<file path="src/rtl/icache_direct_if.sv">
// Fetch-side and memory-side signals of the direct-mapped instruction cache.
// slave: the cache itself; master: the request unit plus memory controller.
interface icache_direct_if;
  logic        imemREN;
  logic [31:0] imemaddr;
  logic        ihit;
  logic [31:0] imemload;
  logic        iREN;
  logic [31:0] iaddr;
  logic        iwait;
  logic [31:0] iload;

  modport slave (
    input  imemREN, imemaddr, iwait, iload,
    output ihit, imemload, iREN, iaddr
  );

  modport master (
    output imemREN, imemaddr, iwait, iload,
    input  ihit, imemload, iREN, iaddr
  );
endinterface

</file>
<file path="src/rtl/icache_direct.sv">
// Direct-mapped read-only instruction cache with single-word fills.
// Hits are served combinationally; a miss latches the word address and
// runs one iREN/iwait read, then the request hits on a later cycle.
// Optional feature: define ICACHE_STATS_EN to add hit_count/miss_count.
module icache_direct #(
  parameter int unsigned SETS = 16
) (
  input logic             CLK,
  input logic             nRST,
  icache_direct_if.slave  bus
`ifdef ICACHE_STATS_EN
  ,
  output logic [31:0]     hit_count,
  output logic [31:0]     miss_count
`endif
);

  localparam int unsigned IDX_W = $clog2(SETS);
  localparam int unsigned TAG_W = 30 - IDX_W;

  typedef enum logic {StIdle, StFetch} state_e;

  state_e             state_q, state_d;
  logic [31:0]        fill_addr_q, fill_addr_d;
  logic               valid_q [SETS];
  logic [TAG_W-1:0]   tag_q   [SETS];
  logic [31:0]        data_q  [SETS];

  logic [IDX_W-1:0]   req_idx, fill_idx;
  logic [TAG_W-1:0]   req_tag, fill_tag;
  logic               hit;
  logic               miss;
  logic               fill_we;

  assign req_idx  = bus.imemaddr[IDX_W+1:2];
  assign req_tag  = bus.imemaddr[31:IDX_W+2];
  assign fill_idx = fill_addr_q[IDX_W+1:2];
  assign fill_tag = fill_addr_q[31:IDX_W+2];

  // Lookup only counts as a hit while idle; fills never forward data early.
  assign hit  = (state_q == StIdle) && bus.imemREN && valid_q[req_idx] &&
                (tag_q[req_idx] == req_tag);
  assign miss = (state_q == StIdle) && bus.imemREN && !hit;

  // State and latched fill address.
  always_ff @(posedge CLK or negedge nRST) begin
    if (!nRST) begin
      state_q     <= StIdle;
      fill_addr_q <= '0;
    end else begin
      state_q     <= state_d;
      fill_addr_q <= fill_addr_d;
    end
  end

  // Next-state and outputs; the fill uses only fill_addr, never the live request.
  always_comb begin
    state_d      = state_q;
    fill_addr_d  = fill_addr_q;
    fill_we      = 1'b0;
    bus.ihit     = 1'b0;
    bus.imemload = '0;
    bus.iREN     = 1'b0;
    bus.iaddr    = '0;
    unique case (state_q)
      StIdle: begin
        if (hit) begin
          bus.ihit     = 1'b1;
          bus.imemload = data_q[req_idx];
        end else if (miss) begin
          fill_addr_d = {bus.imemaddr[31:2], 2'b00};
          state_d     = StFetch;
        end
      end
      StFetch: begin
        bus.iREN  = 1'b1;
        bus.iaddr = fill_addr_q;
        if (!bus.iwait) begin
          fill_we = 1'b1;
          state_d = StIdle;
        end
      end
      default: state_d = StIdle;
    endcase
  end

  // Frame storage; a fill overwrites whatever the frame held.
  always_ff @(posedge CLK or negedge nRST) begin
    if (!nRST) begin
      for (int i = 0; i < int'(SETS); i++) begin
        valid_q[i] <= 1'b0;
        tag_q[i]   <= '0;
        data_q[i]  <= '0;
      end
    end else if (fill_we) begin
      valid_q[fill_idx] <= 1'b1;
      tag_q[fill_idx]   <= fill_tag;
      data_q[fill_idx]  <= bus.iload;
    end
  end

`ifdef ICACHE_STATS_EN
  // Free-running event counters, wrapping at 2^32.
  always_ff @(posedge CLK or negedge nRST) begin
    if (!nRST) begin
      hit_count  <= '0;
      miss_count <= '0;
    end else begin
      if (hit)  hit_count  <= hit_count + 32'd1;
      if (miss) miss_count <= miss_count + 32'd1;
    end
  end
`endif

endmodule

</file>
<file path="src/flat_wrapper.sv">
// flat-port wrapper written by rule: the top's interface ports become plain ports
module icache_direct_flat 
#(
  parameter int unsigned SETS = 16
)
  (CLK, nRST, bus_imemREN, bus_imemaddr, bus_iwait, bus_iload, bus_ihit, bus_imemload, bus_iREN, bus_iaddr);
  icache_direct_if bus_i ();
  input logic CLK;
  input logic nRST;
  input wire logic [$bits(bus_i.imemREN)-1:0] bus_imemREN;
  input wire logic [$bits(bus_i.imemaddr)-1:0] bus_imemaddr;
  input wire logic [$bits(bus_i.iwait)-1:0] bus_iwait;
  input wire logic [$bits(bus_i.iload)-1:0] bus_iload;
  output wire logic [$bits(bus_i.ihit)-1:0] bus_ihit;
  output wire logic [$bits(bus_i.imemload)-1:0] bus_imemload;
  output wire logic [$bits(bus_i.iREN)-1:0] bus_iREN;
  output wire logic [$bits(bus_i.iaddr)-1:0] bus_iaddr;
  assign bus_i.imemREN = bus_imemREN;
  assign bus_i.imemaddr = bus_imemaddr;
  assign bus_i.iwait = bus_iwait;
  assign bus_i.iload = bus_iload;
  assign bus_ihit = bus_i.ihit;
  assign bus_imemload = bus_i.imemload;
  assign bus_iREN = bus_i.iREN;
  assign bus_iaddr = bus_i.iaddr;
  icache_direct #(.SETS(SETS)) u_core (.CLK(CLK), .nRST(nRST), .bus(bus_i));
endmodule
</file>
<file path="config.mk">
export PLATFORM = sky130hd
export DESIGN_NAME = icache_direct_flat
export DESIGN_NICKNAME = d
export VERILOG_FILES = /design/src/rtl/icache_direct_if.sv /design/src/rtl/icache_direct.sv /design/src/flat_wrapper.sv
export SDC_FILE = /design/constraint.sdc
export NUM_CORES = 1
export LEC_CHECK = 0
export CAP_MARGIN = 0
export CORE_UTILIZATION = 35
export CTS_CLUSTER_DIAMETER = 120
export DETAILED_ROUTE_END_ITERATION = 12
export PLACE_DENSITY = 0.55
export SLEW_MARGIN = 25
export SYNTH_ARGS = -nofsm -noshare
export SYNTH_HDL_FRONTEND = slang
export SYNTH_SLANG_ARGS = --single-unit
</file>
<file path="constraint.sdc">
create_clock -name CLK -period 3.7 [get_ports CLK]
set_input_delay 0.555 -clock CLK [delete_from_list [all_inputs] [get_ports CLK]]
set_output_delay 0.555 -clock CLK [all_outputs]
set_load 0.01 [all_outputs]
</file>
==> impl_metrics.toml <==
[yosys]
synth_area_um2 = 44700
ys_ff_latch = 975
ys.flop_type = "dfrtp_1"
synth_top_area_share = 0.546
synth.largest_area_cell = "dfrtp_1"
syn_area_per_cell_um2 = 16.1
yosys_warnings = 0
synth-edff-count = 0
synthTopCellsByArea = "dfrtp_1 (55%), mux2_2 (24%), mux4_2 (12%)"
synthArstFlopShare = 1.00
synth_cell_types = 59
ys_seq_area_frac = 0.546
syn_inst = 2781

[sta]
slew_violations = 0
hold_viol_final = 0
setup_viol = 33
slew_headroom = 0.369
fin_ws_ps = -433
worstMarginPinSlew_ps = 946
clock.fmax_ghz = 0.242
grt_setup_unrepaired = "true"
finalCritPeriodShare = 1.12
finalCriticalPeriod_ps = 4130
finClkSkew_ps = 44.7
hold_slack_ps = 393
fin_tns_setup_ps = -13450

[run]
maxCapViolations = 0

[critical_path]
arrival_ps = 3580
setup.worst_path.start_class = "primary input"
crit_type = "primary input to output port"
worst-path-buf-inv = 5
end_kind = "output port"
crit_required_ps = 3140
critPathSlowestCell = "mux4_1"
cpPeakStageDelay_ps = 620
path_delay_family = "simple AND/OR/NAND/NOR gates"
path_cells = "buf_8 > buf_4 > mux4_1 > nor4_1 > a21oi_1 > nand4b_1 > o2111ai_1 > nor4_2 > and4_4 > buf_8 > buf_16 > and2_4 > buf_6"
crit_top_cell = "buf_8"
cp_max_fo = 17

[place]
io_buffers = 129
place_area_um2 = 49300
place_hpwl_um = 74500
gp_congestion = 0.790
dp_slack_ps = -802

[power_and_ir_drop]
pwr_density_cell_nw_per_um2 = 714
total_power_mw = 38.1
ir_drop_v = 0.000404
power.leakage_nw = 24.0

[status]
status = "finished, violations left"
violations = "negative setup slack"

[floorplan]
dieArea_um2 = 129000
die_h_um = 359
initial_core_util = 0.354
die_x_um = 359
ioPinCount = 134
core_um2 = 126000
rows = 130

[final_layout]
final_area_um2 = 53300
nets = 3055
area_growth_pct = 19.4
layout-drive-gt1-share = 0.547
antenna-diode-count = 0

[routing]
wl_per_cell_um = 26.5
drc = 0
wirelength_um = 125000
drtPass1Iterations = 5
drtIter0Drc = 1300
dr_total_vias = 25500
ant_nets = 0
viasPerCell = 5.40

[grt]
grt_overflow_total = 0
grt_pass1_vias = 28500
grt_pass1_wl_um = 190000
grtUsageTotal = 0.197
antenna_found_initial = 9
grt_max_degree = 153

[clocking]
root_buffer = "clkbuf_16"
cts.sinks = 975
h-tree-depth = 3
clk_latency_ps = 730
cts_buffers = 106
clk_pin_slew_ps = 60
cts_tree = "built"
cts_max_path_buffers = 3

[min_path]
hold_path.class = "primary input to async pin"
## logic make-up (layout without fill, tap and decap cells)
logic type / Yosys count / after routing / synth area share
simple gates: 182 / 182 / 0.0237
xor+xnor: 36 / 36 / 0.00706
flops: 975 / 975 / 0.546
mux: 1277 / 1277 / 0.387
compound gates: 61 / 61 / 0.0100
buf+inv: 249 / 538 / 0.0257
other cells: 1 / 2 / 0.0000840
## what timing repair did
item,in CTS,in global routing
hold buffers,1,0
buffers inserted,11,2
resized for setup,214,9
cloned,4,0
endpoints found under the hold margin,40,0
setup endpoints to repair,33,43
pin swaps,6,4
## routing by layer
layer | vias to the layer above | global-route usage | part of all wire
li1 | 10800 | - | -
met1 | 14000 | 0.255 | 0.43
met2 | 522 | 0.334 | 0.50
met3 | 184 | 0.0436 | 0.053
met4 | 14 | 0.0471 | 0.022
met5 | - | 0 | 0.00064
## path summary, 6_finish.rpt
path / from / endpoint / slack [ps] / cells past startpoint
max: bus_imemaddr[2] / bus_imemload[20] / -430 / 13
min: nRST / u_core.tag_q[324] / 390 / 2
max reg2reg: u_core.tag_q[10] / u_core.fill_addr_q[26] / 300 / 13
min reg2reg: u_core.valid_q[6] / u_core.valid_q[6] / 470 / 1
max in group asynchronous: nRST / u_core.data_q[481] / 1970 / 3
min in group CLK: u_core.valid_q[6] / u_core.valid_q[6] / 470 / 1
## cells in the mapped netlist, types with 5 or more instances
| master | number |
|---|---|
| nor2b_1 | 11 |
| nor2_1 | 18 |
| buf_4 | 10 |
| clkbuf_1 | 129 |
| xnor2_1 | 27 |
| a221oi_1 | 6 |
| buf_1 | 73 |
| dfrtp_1 | 975 |
| mux4_1 | 10 |
| nor4_1 | 9 |
| nand4_1 | 7 |
| and2_1 | 63 |
| mux4_2 | 242 |
| buf_2 | 13 |
| a21oi_1 | 10 |
| nand2b_1 | 14 |
| inv_1 | 5 |
| a22oi_1 | 7 |
| mux2i_1 | 61 |
| buf_6 | 15 |
| nand2_1 | 23 |
| nand3_1 | 5 |
| or2_2 | 7 |
| xor2_1 | 9 |
| mux2_4 | 29 |
| o21ai_0 | 13 |
| mux2_2 | 935 |
## through the flow
step,cells,util
3_3_place_gp,4516,0.391
3_5_place_dp,4516,0.391
6_report,4721,0.423
2_1_floorplan,2782,-
5_1_grt,4721,0.423
4_1_cts,4721,0.423
## registers in the layout, summed over array words and instances, names as in the netlist
| name | flops |
|---|---|
| u_core.tag_q | 416 |
| u_core.state_q | 1 |
| u_core.valid_q | 16 |
| u_core.fill_addr_q | 30 |
| u_core.data_q | 512 |
## power by group
part	total, mW	internal, mW	switching, mW
Clock	11.0	6.62	4.42
Combinational	9.37	6.12	3.25
Sequential	17.7	15.1	2.54
Total	38.1	27.8	10.2
## cell usage in the layout, fill, tap and decap left out, drive strengths merged, types with 3 or more instances in the layout
cell	n
clkbuf	159
and2	63
a2111oi	3
a22oi	7
o21ai	15
clkinv	17
a221oi	6
nor3	4
nand2	23
nand3	5
mux2	964
nand2b	14
and3	4
buf	248
mux4	252
nor2b	11
nor2	18
bufinv	12
dfrtp	975
nand4	7
or2	7
nor4	9
nor4b	3
inv	8
or3	3
mux2i	61
xor2	9
clkdlybuf4s50	91
xnor2	27
a21oi	10
## layout make-up
type / instances / area [um2]
fill: 11100 / 72700
sequential: 975 / 24400
multi-input combinational: 1558 / 19300
timing repair buffer: 340 / 3830
clock buffer: 159 / 3090
tap: 1650 / 2060
clock inverter: 33 / 568
inverter: 6 / 25.0
Power figures use the tool's default switching activity.
==> patch, RTL diff (config.mk and constraints unchanged) <==
`SETS` is set to 16 in 2 places; all go to 8.
--- a/src/rtl/icache_direct.sv
+++ b/src/rtl/icache_direct.sv
@@ -3,7 +3,7 @@
 // runs one iREN/iwait read, then the request hits on a later cycle.
 // Optional feature: define ICACHE_STATS_EN to add hit_count/miss_count.
 module icache_direct #(
-  parameter int unsigned SETS = 16
+  parameter int unsigned SETS = 8
 ) (
   input logic             CLK,
   input logic             nRST,
--- a/src/flat_wrapper.sv
+++ b/src/flat_wrapper.sv
@@ -1,7 +1,7 @@
 // flat-port wrapper written by rule: the top's interface ports become plain ports
 module icache_direct_flat 
 #(
-  parameter int unsigned SETS = 16
+  parameter int unsigned SETS = 8
 )
   (CLK, nRST, bus_imemREN, bus_imemaddr, bus_iwait, bus_iload, bus_ihit, bus_imemload, bus_iREN, bus_iaddr);
   icache_direct_if bus_i ();
Check against the original RTL: not settled (the Yosys comparison gave no result); the edit may change what the design does.
==> patch against the unedited design <==
  * The run still ends with setup timing left
  * Clock skew fell by 0.013 ns
  * Power decreased by 44%
  * Cell area shrank 46%
  * Synthesized area fell by 48%
  * Sequential cell count down 464
  * Sequential power fell by 46%
  * Critical path depth is 1 lower
  * Setup slack improved by 0.23 ns
  * Routed wire length fell by 54%
  * Cell count shrank 46%
  * Clock power fell by 47%
  * Critical path type is now flop to output pin
  * Highest routed layer unchanged
==> patch: results (changes against the unedited design) <==
metric	value	unit	change
synthXorXnorAreaFrac	0.824	%	+0.12 points
synth_mux_area_share	38.7	%	about the same
slowest_delay	0.47	ns	-0.15 ns
worstSetupStartpoint	u_core.tag_q[23]		
clock_latency	0.62	ns	-0.11 ns
hp-class	flop to flop		
fillers	5902		-47%
wire_per_inst	22.4	µm	-16%
fin_ws	-0.200	ns	+0.233 ns
drive_gt1_share	53.6	%	-1.1 points
p_total	0.0212	W	-44%
cts-resized-gates	151		-29%
syn_avg_cell_area	15.8	µm²	-1.3%
grt_pass1_vias	14400		-49%
cts_buffers	57		-46%
track_usage	17.3	%	-2.4 points
yosysSeqAreaShare	54.7	%	+0.078 points
worst-slew-pin-transition	0.885	ns	-0.0611 ns
fin_setup_tns	-4.92	ns	+8.52 ns
firstDrtPassIters	4		-1
clock_skew	0.0319	ns	-0.0127 ns
synth_compound_area_share	0.546	%	-0.45 points
status	finished, violations left		
setup_violations	33		unchanged
violations	setup timing		
crit_family	buffers and inverters		
viasPerCell	5.13		-5.1%
patch: cell types whose count changed after synthesis, moves of 11 or more:
cell and change:
clkbuf_1 -73, mux4_2 -134, o21ai_0 -12, mux2_2 -454, nand2_1 -14, xor2_1 +11
and2_1 -34, nor2b_1 -11, nor2_1 +18, dfrtp_1 -464, buf_1 -36, xnor2_1 -25
patch: final cells by class:
type	instances	share of cell area, %
sequential	511	44.8
multi-input combinational	839	36.0
timing repair buffer	236	8.55
clock buffer	81	5.91
tap	864	3.79
clock inverter	20	0.911
inverter	3	0.0570
patch: logic make-up after synthesis:
family | Yosys count
DFF | 511
AOI/OAI and AO/OA | 17
other | 1
xor gates and xnor gates | 22
buffers and inverters | 126
muxes | 681
and+or+nand+nor | 117
patch: per-layer routing:
layer / part of all wire, % / track usage [%]
met5: 0.023 / 0
met4: 1.7 / 3.91
met3: 3.8 / 3.08
met2: 50 / 29.3
met1: 45 / 23.0
